<file path="src/rtl/usb_tx_timer.sv">
// rtl/usb_tx_timer.sv - USB 1.0 transmit bit-timing and bit-count generator with stuff-bit support
module usb_tx_timer #(
  parameter int CLKS_PER_BIT  = 8,
  parameter int BITS_PER_BYTE = 8
) (
  input  logic       clk,
  input  logic       rst,
  input  logic       timer_en,
  input  logic       timer_clr,
  input  logic       stuff_req,
  output logic       bit_strobe,
  output logic       bit_done,
  output logic       shift_strobe,
  output logic       byte_done,
  output logic       stuff_active,
  output logic [3:0] pd_count,
  output logic [3:0] bit_count
);

  typedef enum logic {
    S_DATA  = 1'b0,
    S_STUFF = 1'b1
  } state_e;

  localparam logic [3:0] PD_LAST  = 4'(CLKS_PER_BIT - 1);
  localparam logic [3:0] BIT_LAST = 4'(BITS_PER_BYTE - 1);

  state_e     state_q, state_d;
  logic [3:0] pd_count_q, pd_count_d;
  logic [3:0] bit_count_q, bit_count_d;

  // State register: period counter, data-bit counter and DATA/STUFF state
  always_ff @(posedge clk or posedge rst) begin
    if (rst) begin
      state_q     <= S_DATA;
      pd_count_q  <= 4'd0;
      bit_count_q <= 4'd0;
    end else begin
      state_q     <= state_d;
      pd_count_q  <= pd_count_d;
      bit_count_q <= bit_count_d;
    end
  end

  // Strobe decode and next-state: clear beats enable; counters only move while enabled
  always_comb begin
    state_d      = state_q;
    pd_count_d   = pd_count_q;
    bit_count_d  = bit_count_q;

    bit_strobe   = timer_en && (pd_count_q == 4'd0);
    bit_done     = timer_en && (pd_count_q == PD_LAST);
    shift_strobe = bit_done && (state_q == S_DATA);
    byte_done    = shift_strobe && (bit_count_q == BIT_LAST);
    stuff_active = (state_q == S_STUFF);

    if (timer_clr) begin
      state_d     = S_DATA;
      pd_count_d  = 4'd0;
      bit_count_d = 4'd0;
    end else if (timer_en) begin
      pd_count_d = bit_done ? 4'd0 : pd_count_q + 4'd1;
      if (bit_done) begin
        case (state_q)
          S_DATA: begin
            bit_count_d = (bit_count_q == BIT_LAST) ? 4'd0 : bit_count_q + 4'd1;
            state_d     = stuff_req ? S_STUFF : S_DATA;
          end
          // A stuffed 0 can never itself require stuffing, so stuff_req is ignored here
          S_STUFF: state_d = S_DATA;
          default: state_d = S_DATA;
        endcase
      end
    end
  end

  assign pd_count  = pd_count_q;
  assign bit_count = bit_count_q;

endmodule
</file>
<file path="config.mk">
export PLATFORM = sky130hd
export DESIGN_NAME = usb_tx_timer
export DESIGN_NICKNAME = d
export VERILOG_FILES = /design/src/rtl/usb_tx_timer.sv
export SDC_FILE = /design/constraint.sdc
export NUM_CORES = 1
export LEC_CHECK = 0
export BUFFER_PORTS_ARGS = -buffer_cell sky130_fd_sc_hd__buf_4
export CAP_MARGIN = 20
export CORE_MARGIN = 2
export CORE_UTILIZATION = 31
export DETAILED_ROUTE_END_ITERATION = 10
export GPL_ROUTABILITY_DRIVEN = 0
export SYNTH_ARGS = -nofsm -noshare
export SYNTH_HDL_FRONTEND = slang
export SYNTH_SLANG_ARGS = --single-unit
</file>
<file path="constraint.sdc">
create_clock -name clk -period 2 [get_ports clk]
set_clock_uncertainty 0.2 [all_clocks]
set_input_delay 0.4 -clock clk [delete_from_list [all_inputs] [get_ports clk]]
set_output_delay 0.4 -clock clk [all_outputs]
set_load 0.02 [all_outputs]
</file>
==> key figures, run 1 <==
Status
  • Status: finished clean

Detailed routing
  • DRC: 0
  • Post-route ant nets: 0
  • TritonRoute pass-1 iters: 4
  • DR WL/cell: 12.67 um
  • Via count: 485
  • Vias/cell: about 5.2
  • Routed WL: 1191 um
  • Starting DRT DRC Count: 4

CTS
  • Clock latency on the worst-skew pair: 260 ps
  • Total CTS buffers: 3
  • Clock transition at path regs: 60 ps
  • CTS tree: yes
  • CTS root buffer: clkbuf_4
  • Clk buf depth: 2
  • Number of H-tree levels: 1
  • # clock sinks: 9

Global route
  • Number of global-route vias before repair: 398
  • First-pass GRT wire length: 1745 um
  • GRT Util Overall: between 10% and 20%
  • Largest net degree at the start of global routing: 12
  • Total gr overflow: 0
  • Initial antenna violation count: 0

STA
  • Worst-margin pin slew: 344.2 ps
  • Tcrit/Tclk final: 98.13%
  • Max Freq: 0.5095 GHz
  • Final setup violation count: 0
  • Hold Vio Cnt, Final: 0
  • Max_slew headroom: 77.03%
  • Min cycle time layout: 1963 ps
  • Max-slew violations: 0

Yosys
  • Cell area after synthesis: between 500 and 600 sq um
  • Avg Inst Size Synth: 9.871 sq um
  • Synth top area share: 42.25%
  • Yosys top cell by area: dfrtp_1
  • Syn nets: 62
  • Post-synthesis instance total: 54
  • Cell variety after synth: 23
  • Share of the yosys chip area belonging to registers: 42.25%
  • #FFs+latches synth: 9
  • Async S/R FF share, synth: 100.0%
  • Most numerous cell in the Yosys netlist: dfrtp_1
  • YS warnings: 0
  • Top post-synthesis cells by area: dfrtp_1, ha_1, a21oi_1
  • EDFF count, synth: 0
  • Ys flop type: dfrtp_1
  • Top cells by count, synth: dfrtp_1, a21oi_1, inv_1, nor2_1

Cells and area
  • Final core utilization: 49.92%
  • Syn-to-layout area delta: 46.01%
  • Nets@finish: 87
  • Fill cell count: ~160
  • Finished Layout Cells: between 90 and 100
  • Fraction of layout cells with a size suffix above 1: 42.31%
  • Ant. Diodes: 0

Floorplan
  • Core area: 1559 sq um
  • Die Wd: 45.47 um
  • Initial Util: 34.19%
  • Die Y: 45.47 um
  • I/O pins: 18
  • Die Area: about 2100 sq um
  • Number of core rows: 14

Place
  • PortBufs: 17
  • Placed Cells: 84
  • Hpwl dp: around 770 um

Pwr
  • Power per cell area: 502.6 nW/um^2
  • Pleak: 0.3882 nW
  • Maximum VDD drop: 0.2749 mV

Min path
  • Worst min path class: in -> reg

Critical path
  • Startpoint Class: flip-flop
  • CP peak stage delay: 430 ps
  • Worst Setup End Kind: output pin
  • CP bufs+invs: 3
  • Top delay family on crit path: flip-flops
  • Critical-path top delay cell: dfrtp_1
  • Crit-path most repeated cell: buf_6
  • Worst Path Arrival: 1360 ps
  • CP Max Fanout: 4
  • Crit path kind: reg -> out
  • WP data required: 1400 ps
  • CP cell instances: buf_6, inv_1, ha_4, and4bb_2, buf_6

Run
  • Max-Cap Viols: 0
## sequential cells by signal, summed over array words and instances (netlist names)
signal / flops
bit_count: 4
pd_count: 4
stuff_active: 1
## final timing paths
check,from,end,slack (ps),depth (start not counted)
hold reg to reg,pd_count[3]$_DFFE_PP0P_,pd_count[3]$_DFFE_PP0P_,380,2
setup reg to reg,pd_count[0]$_DFFE_PP0P_,bit_count[3]$_DFFE_PP0P_,210,5
hold / removal,timer_clr,pd_count[0]$_DFFE_PP0P_,180,2
setup / recovery,pd_count[1]$_DFFE_PP0P_,bit_strobe,40,5
min in group asynchronous,rst,pd_count[0]$_DFFE_PP0P_,460,3
max in group asynchronous,rst,stuff_active$_DFFE_PP0P_,890,3
## kinds of logic (layout without fill, tap and decap cells)
| group | count (synthesis) | after routing | synth area share (%) |
|---|---|---|---|
| adders and majority gates | 3 | 3 | 7.043 |
| buffers and inverters | 7 | 31 | 6.570 |
| muxes | 3 | 3 | 6.103 |
| xor gates and xnor gates | 1 | 1 | 1.643 |
| DFF | 9 | 9 | 42.25 |
| and+or+nand+nor | 24 | 24 | 29.81 |
| AOI/OAI and AO/OA | 7 | 7 | 6.572 |
## where the power goes
group	internal (mW)	switching, mW	total (mW)
Sequential	0.185	0.00469	0.190
Clock	0.0769	0.0634	0.140
Combinational	0.0306	0.0305	0.0610
Total	0.293	0.0986	0.391
## per-stage QoR
step	worst slack [ps]	hold WS, ps	area [sq um]	setup TNS [ps]	total power, mW
global route	-5.712	178.1	778.2	-5.712	0.4151
floorplan	139.2	27.92	538.0	0	0.2198
global placement	224.1	192.1	665.6	0	0.2357
finish	37.36	181.3	778.2	0	0.3912
CTS	10.31	187.0	726.9	0	0.3870
detailed placement	209.9	190.0	665.6	0	0.2364
## placed cells by master, fill, tap and decap left out, types with 3 or more instances in the layout
cell type | Yosys | final
clkbuf_4 | 0 | 3
buf_4 | 2 | 19
a21oi_1 | 5 | 5
inv_1 | 4 | 3
nand2_1 | 3 | 3
dfrtp_1 | 9 | 9
nor2_1 | 4 | 4
buf_6 | 0 | 3
nand3b_1 | 3 | 3
## routing by layer
layer	vias up	routed length, um	global-route usage [%]
met4	0	5	3.529
met2	17	549	18.03
met5	-	0	0
li1	234	-	-
met1	232	547	14.25
met3	2	88	6.746
## what timing repair did
item / 4_1_cts / 5_1_grt
setup buffers: 3 / 2
hold endpoints to repair: 9 / 0
gates resized for setup: 1 / 8
setup endpoints to repair: 3 / 4
pin swaps: 0 / 1
hold buffers: 1 / 0
## area by class of cell
type                            instances  area, sq um  share of cell area (%)
Multi-Input combinational cell         38        302.8                   38.91
Clock buffer                            4        26.28                   3.376
Tap cell                               16        20.02                   2.572
Sequential cell                         9        225.2                   28.94
Timing Repair Buffer                   23        186.4                   23.96
Inverter                                4        17.52                   2.251
## worst reg2reg max path: cells and delay by family (launching register included)
family | cells | cell delay, ps
buf+inv | 1 | 180
flops | 1 | 420
mux | 1 | 350
fa+ha+maj | 1 | 180
simple gates | 2 | 330
(Power assumes the default switching activity.)
==> run 2, diff against run 1 <==
Settings changed: ABC_AREA from default to 1.
==> key figures, run 2 <==
Status
  • Status: finished clean

Detailed routing
  • Post-route ant nets: 0
  • Met2 WL: 592 um
  • Routed WL: 1269 um
  • Starting DRT DRC Count: 19
  • TritonRoute pass-1 iters: 4
  • Routed met1 length: 565 um
  • Vias/cell: 4.371
  • DR WL/cell: between 10 and 15 um
  • Via count: between 500 and 600
  • DR WL met3: ~74 um
  • DRC: 0
  • Top sig layer: met4

Cells and area
  • Syn-to-layout area delta: 42.73%
  • Nets@finish: about 110
  • Fill cell count: 171
  • Fraction of layout cells with a size suffix above 1: 37.37%
  • Ant. Diodes: 0
  • Reg area: approximately 230 sq um
  • Final core utilization: 46.96%
  • Final Cell Area: 810.8 sq um
  • Commonest non-fill, non-tap cell in the layout: buf_4
  • Multi-input logic area: 306.5 sq um
  • Finished Layout Cells: 124
  • Most frequent cells in the layout: buf_4, nand2_1, inv_1, nand3_1, dfrtp_1

Run
  • Max-Cap Viols: 0

Place
  • PortBufs: 17
  • Placed Cells: 115
  • Hpwl dp: 925.2 um
  • Placement Cell Area: between 700 and 800 sq um

Pwr
  • Power per cell area: between 400 and 500 nW/um^2
  • Overall power: 400.0 uW
  • Pleak: 0.4496 nW
  • Maximum VDD drop: 0.2880 mV

CTS
  • CTS root buffer: clkbuf_4
  • Number of H-tree levels: 1
  • Clock latency on the worst-skew pair: about 260 ps
  • CTS tree: yes
  • # clock sinks: 9
  • Total CTS buffers: 3
  • Clk buf depth: 2
  • Clock transition at path regs: 60 ps

Yosys
  • Top post-synthesis cells by area: dfrtp_1, nand2_1, nand3_1
  • #FFs+latches synth: 9
  • Avg Inst Size Synth: slightly below 8 sq um
  • Cell variety after synth: 16
  • Share of the yosys chip area belonging to registers: about two fifths
  • Async S/R FF share, synth: 100.0%
  • Syn nets: 81
  • Post-synthesis instance total: 73
  • Top cells by count, synth: nand2_1, inv_1, dfrtp_1, nand3_1, nor2_1
  • Most numerous cell in the Yosys netlist: nand2_1
  • YS warnings: 0
  • EDFF count, synth: 0
  • Ys flop type: dfrtp_1
  • Yosys top cell by area: dfrtp_1
  • Cell area after synthesis: 568.0 sq um
  • Synth top area share: 39.65%

Global route
  • Number of global-route vias before repair: 451
  • Initial antenna violation count: 0
  • First-pass GRT wire length: 1959 um
  • Largest net degree at the start of global routing: 11
  • GRT Util Overall: 13.64%
  • Total gr overflow: 0

Floorplan
  • Number of core rows: 15
  • Core area: 1727 sq um
  • Initial Util: about a third
  • Die Area: 2191 sq um
  • Die Y: about 47 um
  • Die Wd: 46.81 um
  • I/O pins: 18

Critical path
  • Critical-path top delay cell: dfrtp_1
  • Crit path kind: reg -> out
  • Worst Setup End Kind: output pin
  • CP Max Fanout: 4
  • WP data required: 1400 ps
  • CP peak stage delay: 360 ps
  • Startpoint Class: flip-flop
  • Top delay family on crit path: flip-flops
  • CP cell instances: ha_2, nand2_4, inv_4, nand3_4, nor3_2, buf_4
  • CP bufs+invs: 2
  • Worst Path Arrival: 1320 ps

STA
  • Worst-margin pin slew: around 360 ps
  • Final setup violation count: 0
  • Hold Vio Cnt, Final: 0
  • Min cycle time layout: 1917 ps
  • Max-slew violations: 0
  • Max Freq: 0.5216 GHz
  • Max_slew headroom: 76.23%
  • Tcrit/Tclk final: between 90% and 100%

Min path
  • Worst min path class: in -> reg
[run 2: cell types whose count changed in the layout (fill, tap and decap cells not counted), moves of 3 or more]
cell / change
a21oi_1: -4
buf_6: -3
inv_1: +7
nand2_1: +16
nand3_1: +7
nand3b_1: -3
nor2_4: +4
[run 2: where the power goes]
part,internal (mW),switching [mW]
clock network,0.0738,0.0653
registers,0.187,0.00383
logic,0.0300,0.0404
[run 2: worst paths after layout]
check / from / endpoint / slack [ps] / cells past startpoint
max: pd_count[0]$_DFFE_PP0P_ / byte_done / 80 / 6
min: timer_en / pd_count[2]$_DFFE_PP0P_ / 150 / 2
max reg2reg: pd_count[0]$_DFFE_PP0P_ / bit_count[0]$_DFFE_PP0P_ / 590 / 8
min reg2reg: stuff_active$_DFFE_PP0P_ / stuff_active$_DFFE_PP0P_ / 340 / 2
max in group asynchronous: rst / bit_count[0]$_DFFE_PP0P_ / 870 / 3
min in group asynchronous: rst / bit_count[2]$_DFFE_PP0P_ / 450 / 3
[run 2: cell type report]
class / count / share of cell area, %
tap: 25 / 3.858
multi-input combinational: 51 / 37.81
timing repair buffer: 22 / 20.68
sequential: 9 / 27.93
clock buffer: 3 / 2.778
inverter: 13 / 6.327
clock inverter: 1 / 0.6173
[run 2: worst reg2reg max path, delay by kind of cell, from the launching register on]
| kind | cells | cell delay (ps) |
|---|---|---|
| and+or+nand+nor | 5 | 340 |
| DFF | 1 | 360 |
| adders and majority gates | 1 | 210 |
| buffers and inverters | 2 | 240 |
[run 2: per-stage QoR]
stage	hold WS (ps)	setup TNS (ps)	setup slack (ps)
after floorplan	27.92	0	93.17
after global routing	154.1	-3.900	-3.900
after detailed placement	197.3	0	194.6
after CTS	143.3	0	26.24
final	153.7	0	82.71
after global placement	192.3	0	225.1
[run 2: what timing repair did]
item | 4_1_cts | 5_1_grt
hold buffers | 1 | 0
pin swaps | 1 | 0
endpoints found under the hold margin | 9 | 0
setup endpoints to repair | 2 | 1
setup buffers | 4 | 0
gates resized for setup | 0 | 5
[run 2: per-layer routing]
layer,vias up,track usage [%]
met1,239,18.27
li1,284,-
met2,15,16.99
met3,4,6.538
met5,-,0
met4,0,9.444
[run 2: logic make-up (layout without fill, tap and decap cells)]
group                      Yosys count  in the layout  synth area share (%)
AOI/OAI and AO/OA                    4              4                 3.523
DFF                                  9              9                 39.65
buffers and inverters               13             39                 8.591
adders and majority gates            3              3                 6.609
and+or+nand+nor                     43             43                 40.09
xor gates and xnor gates             1              1                 1.542
